[src/rtl/muldiv_issue_ctrl.sv]
// muldiv_issue_ctrl
//   Sequencer between the RV32IM execute stage and the multi-cycle MUL/DIV/REM
//   unit. It takes one M-op at a time, launches it with a single-cycle pulse,
//   refuses results that arrive before the minimum latency for that op class,
//   abandons ops that never complete, and hands results to writeback over a
//   valid/ready handshake.
//
// Ports
//   clk_i, rst_ni            clock, async active-low reset
//   req_valid_i/op/ra/rb/rd  decoded M-op from the pipeline
//   req_ready_o              controller idle, a request will be taken
//   flush_i                  kill the in-flight op (unit is left to finish)
//   stall_o                  hold the pipeline while an op is live
//   md_valid_o/op/ra/rb      issue pulse and latched operands to the unit
//   md_ready_i, md_result_i  unit completion and result
//   wb_valid_o/rd/result     result offered to writeback
//   wb_ready_i               writeback takes the result
//   busy_rd_o                rd of the live, unkilled op (0 when none)
//   err_timeout_o            sticky: an op was abandoned on timeout
//   err_proto_o              sticky: unit signalled ready too early

module muldiv_issue_ctrl #(
   parameter int MUL_LAT = 2,
   parameter int DIV_LAT = 32,
   parameter int TIMEOUT = 64
) (
   input  logic        clk_i,
   input  logic        rst_ni,
   input  logic        req_valid_i,
   input  logic [2:0]  req_op_i,
   input  logic [31:0] req_ra_i,
   input  logic [31:0] req_rb_i,
   input  logic [4:0]  req_rd_i,
   output logic        req_ready_o,
   input  logic        flush_i,
   output logic        stall_o,
   output logic        md_valid_o,
   output logic [2:0]  md_op_o,
   output logic [31:0] md_ra_o,
   output logic [31:0] md_rb_o,
   input  logic        md_ready_i,
   input  logic [31:0] md_result_i,
   output logic        wb_valid_o,
   output logic [4:0]  wb_rd_o,
   output logic [31:0] wb_result_o,
   input  logic        wb_ready_i,
   output logic [4:0]  busy_rd_o,
   output logic        err_timeout_o,
   output logic        err_proto_o
);

   localparam int CW = $clog2(TIMEOUT + 1);

   typedef enum logic [1:0] {IDLE, ISSUE, WAIT, WB} state_t;

   state_t        state;
   logic [CW-1:0] cnt;
   logic          kill;
   logic [4:0]    rd;

   logic [CW-1:0] min_lat;
   logic          hit;
   logic          dead;

   // op[2] separates the divide/remainder class from the multiply class
   assign min_lat = md_op_o[2] ? CW'(DIV_LAT) : CW'(MUL_LAT);
   assign hit     = md_ready_i && (cnt >= min_lat);
   // a flush in the same cycle as the result counts as already killed
   assign dead    = kill || flush_i;

   assign req_ready_o = (state == IDLE);
   assign stall_o     = (state != IDLE);

   always_ff @(posedge clk_i or negedge rst_ni) begin
      if (!rst_ni) begin
         state         <= IDLE;
         cnt           <= '0;
         kill          <= 1'b0;
         rd            <= '0;
         md_valid_o    <= 1'b0;
         md_op_o       <= '0;
         md_ra_o       <= '0;
         md_rb_o       <= '0;
         wb_valid_o    <= 1'b0;
         wb_rd_o       <= '0;
         wb_result_o   <= '0;
         busy_rd_o     <= '0;
         err_timeout_o <= 1'b0;
         err_proto_o   <= 1'b0;
      end else begin
         md_valid_o <= 1'b0;
         case (state)
            IDLE: begin
               if (req_valid_i && !flush_i) begin
                  md_op_o    <= req_op_i;
                  md_ra_o    <= req_ra_i;
                  md_rb_o    <= req_rb_i;
                  rd         <= req_rd_i;
                  busy_rd_o  <= req_rd_i;
                  kill       <= 1'b0;
                  cnt        <= '0;
                  md_valid_o <= 1'b1;
                  state      <= ISSUE;
               end
            end

            ISSUE: begin
               // the launch pulse still goes out on a flush; only the result is dropped
               cnt   <= CW'(1);
               state <= WAIT;
               if (flush_i) begin
                  kill      <= 1'b1;
                  busy_rd_o <= '0;
               end
               // cnt is 0 here, so any ready is premature
               if (md_ready_i) err_proto_o <= 1'b1;
            end

            WAIT: begin
               if (flush_i) begin
                  kill      <= 1'b1;
                  busy_rd_o <= '0;
               end
               if (hit) begin
                  if (dead || rd == '0) begin
                     busy_rd_o <= '0;
                     state     <= IDLE;
                  end else begin
                     wb_valid_o  <= 1'b1;
                     wb_rd_o     <= rd;
                     wb_result_o <= md_result_i;
                     state       <= WB;
                  end
               end else begin
                  if (md_ready_i) err_proto_o <= 1'b1;
                  // leaving at TIMEOUT is what keeps cnt from wrapping
                  if (cnt == CW'(TIMEOUT)) begin
                     err_timeout_o <= 1'b1;
                     busy_rd_o     <= '0;
                     state         <= IDLE;
                  end else begin
                     cnt <= cnt + 1'b1;
                  end
               end
            end

            WB: begin
               // flush takes priority over a simultaneous handshake
               if (flush_i || wb_ready_i) begin
                  wb_valid_o <= 1'b0;
                  busy_rd_o  <= '0;
                  state      <= IDLE;
               end
            end

            default: state <= IDLE;
         endcase
      end
   end

endmodule

[config.mk]
export PLATFORM = sky130hd
export DESIGN_NAME = muldiv_issue_ctrl
export DESIGN_NICKNAME = d
export VERILOG_FILES = /design/src/rtl/muldiv_issue_ctrl.sv
export SDC_FILE = /design/constraint.sdc
export NUM_CORES = 1
export LEC_CHECK = 0
export BUFFER_PORTS_ARGS = -buffer_cell sky130_fd_sc_hd__buf_2
export CORE_MARGIN = 1.5
export CORE_UTILIZATION = 44
export CTS_CLUSTER_SIZE = 8
export DETAILED_ROUTE_END_ITERATION = 8
export PLACE_DENSITY = 0.85
export SLEW_MARGIN = 20
export SYNTH_ARGS = -nofsm -noshare
export SYNTH_HDL_FRONTEND = slang
export SYNTH_SLANG_ARGS = --single-unit
[constraint.sdc]
create_clock -name clk_i -period 2.05 [get_ports clk_i]
set_input_delay 0.3075 -clock clk_i [delete_from_list [all_inputs] [get_ports clk_i]]
set_output_delay 0.3075 -clock clk_i [all_outputs]
set_load 0.05 [all_outputs]
==> metrics.md <==
| Metric | Value |
|---|---|
| Die area | `0.0131 mm²` |
| Leak | `4.13 nW` |
| Routability cong. | `0.878` |
| Crit-path cells | `inv_1 -> ha_4 -> nor3b_4 -> a31oi_2 -> or4_4 -> o31ai_1` |
| DP Wirelength | `9870 µm` |
| WP buf/inv | `1` |
| Delay-heaviest family, CP | `simple AND/OR/NAND/NOR gates` |
| Most frequent cells in the layout | `buf_2 (223), nand2_1 (221), dfrtp_1 (127)` |
| Synth Instances | `519` |
| Boundary Pins | `225` |
| Layout Nets | `875` |
| Pre-antenna DRT Iters | `5` |
| Drt drc | `0` |
| Max frequency | `0.522 GHz` |
| Post-route ant nets | `0` |
| Pwr/cell area | `1890 mW/mm²` |
| Worst Setup Path Type | `reg2reg` |
| Initial Util | `45.3%` |
| Post-Syn Area | `0.00547 mm²` |
| Clock transition at path regs | `0.06 ns` |
| First-pass GRT wire length | `21900 µm` |
| Die width | `114 µm` |
| Fill count | `967` |
| CTS root buffer | `clkbuf_16` |
| Total power | `0.0142 W` |
| Max incr delay on CP | `0.57 ns` |
| Failing checks | `negative hold slack` |
| Net Count, Synth | `638` |
| RSZ-0062 raised after global routing | `no` |
| Synth area leader | `dfrtp_1` |
| Final min period | `1.92 ns` |
| R2r endpoint | `cnt[5]` |
| Total GRT Usage | `21.7%` |
| Final worst slack | `0.133 ns` |
| ANT cells | `0` |
| Synthesized flop and latch total | `128` |
| R2R cell count | `6` |
| Crit end category | `flop` |
| Total wire length | `13900 µm` |
| Post-synthesis sequential area ratio | `58.6%` |
| Vias in the first global route | `4311` |
| Share of layout cells above drive strength 1 | `43.2%` |
| Area share of the largest cell type after synthesis | `58.6%` |
| Worst Clk Skew | `0.00628 ns` |
| Final hold slack | `-0.0137 ns` |
| Clock latency on the worst-skew pair | `0.41 ns` |
| EDFF count, synth | `0` |
| Worst path arrival time | `2.23 ns` |
| Post-synth cell types | `51` |
| Max-cap viol count | `0` |
| Largest net degree at the start of global routing | `129` |
| Synthesis-to-finish area growth | `37.7%` |
| Vias per inst | `4.87` |
| Max transition margin | `55.9%` |
| TritonCTS clock tree | `yes` |
| Main flop type after synthesis | `dfrtp_1` |
| Max stage delay cell, worst path | `or4_4` |
| H-tree Lvls | `4` |
| R2R Setup Slk | `0.13 ns` |
| GR Overflow Total | `0` |
| Final slew viol count | `0` |
| Clock Path Buffers | `2` |
| Rows | `40` |
| Hold WC Path Type | `in2async` |
| Post-Syn Area per Cell | `10.5 µm²` |
| Yosys warns | `0` |
| Most common cell after layout, fill and taps aside | `buf_2` |
| Drt first-iter violations | `384` |
| Worst slew pin tran | `0.661 ns` |
| Clock sink count | `128` |
| Post-Place Cells | `905` |
| Maximum VDD drop | `1.07 mV` |
| Ys async rst share | `100%` |
| Initial antenna violation count | `0` |
| Pre-CTS WS | `0.0748 ns` |
| Crit Path Max Fanout | `3` |
| Port bufs | `224` |
| Chip height | `114 µm` |
| Hold Fails Final Rpt | `7` |
| TritonCTS Buffers | `17` |
| Final setup viols | `0` |
| Routed wire per std cell | `14.8 µm` |
| Hold Buf Count CTS | `0` |
| Status | `finished, violations left` |
| Crit share post-route | `93.5%` |
| Setup TNS | `0 ns` |
| Worst R2R Start | `cnt[1]` |
| Worst path required time | `2.36 ns` |
| DR vias | `4561` |
| Core Region | `0.0121 mm²` |
| Startpoint types | `flop` |
| Top cells by area, synth | `dfrtp_1 (59%), nand2_1 (15%), mux2_4 (8.2%), ha_1 (2.1%), mux2_2 (1.4%)` |
| Final Non-Filler Cells | `937` |
## where the power goes
| part | switching, W | leakage, nW | internal [W] |
|---|---|---|---|
| combinational | 0.00523 | 2.22 | 0.00192 |
| clock | 0.00105 | 0.280 | 0.00188 |
| sequential | 0.000588 | 1.63 | 0.00355 |
| total | 0.00687 | 4.13 | 0.00736 |
## cell families (layout without fill, tap and decap cells)
kind of cell / after synthesis / after routing / synth area share (%)
simple gates: 256 / 256 / 19.4
fa+ha+maj: 9 / 9 / 2.06
compound gates: 56 / 56 / 7.30
buf+inv: 32 / 282 / 2.79
flops: 128 / 128 / 58.6
mux: 38 / 38 / 9.87
## cell usage after synthesis (2+ instances only)
cell	count
and2_1	2
nand3_1	3
buf_6	4
buf_2	2
nor3_1	2
a221o_1	2
a21oi_1	12
ha_1	9
o21ai_0	5
and3_1	3
dfrtp_1	128
nor2_1	8
o31ai_1	2
o211ai_1	2
mux2_4	30
clkbuf_1	12
nand2b_1	2
a31oi_1	9
a211oi_1	2
a22oi_1	6
mux2_2	7
a21o_1	2
a31oi_2	2
a41oi_1	2
buf_1	5
inv_1	9
nor2b_1	2
nand2_1	222
## cell type report
type | count | area, µm² | share of cell area, %
multi-input cells | 359 | 2200 | 29.2
well taps | 168 | 210 | 2.79
clock inverters | 9 | 106 | 1.41
clock buffers | 23 | 478 | 6.35
flip-flops and latches | 128 | 3200 | 42.6
inverters | 9 | 36.3 | 0.482
repair buffers | 241 | 1290 | 17.2
## routing by layer
layer | global-route usage, % | up-vias | routed length, µm
met3 | 5.45 | 14 | 921
met4 | 8.42 | 0 | 178
met2 | 36.4 | 201 | 7110
met1 | 27.1 | 2142 | 5650
li1 | - | 2204 | -
met5 | 0 | - | 0
## worst max-delay path by stage
stage	from	slack, ns	endpoint	depth (start not counted)
finish	cnt[1]	0.13	cnt[5]	6
global route	cnt[1]	0.01	cnt[5]	6
CTS	state[0]	0.01	wb_result_o[11]	7
detailed placement	state[0]	0.07	wb_result_o[30]	7
global placement	state[0]	0.13	wb_result_o[11]	7
floorplan	md_op_o[2]	-0.03	wb_result_o[0]	8
## flip-flops by register name (all words and copies together) (netlist names), 3 cells and up
register,count
busy_rd_o,5
cnt,7
md_op_o,3
md_ra_o,32
md_rb_o,32
rd,5
wb_rd_o,5
wb_result_o,32
## repair_timing
| item | in CTS | in global routing |
|---|---|---|
| buffers inserted | 0 | 0 |
| gates resized for setup | 0 | 7 |
| endpoints found under the setup margin | 0 | 35 |
## stage by stage
stage / util, % / area [µm²]
global placement: 57.3 / 6920
floorplan: - / 5550
finish: 62.4 / 7530
global route: 62.4 / 7530
detailed placement: 57.3 / 6920
CTS: 62.2 / 7500
Note: power is estimated with default switching activity, not from simulation.
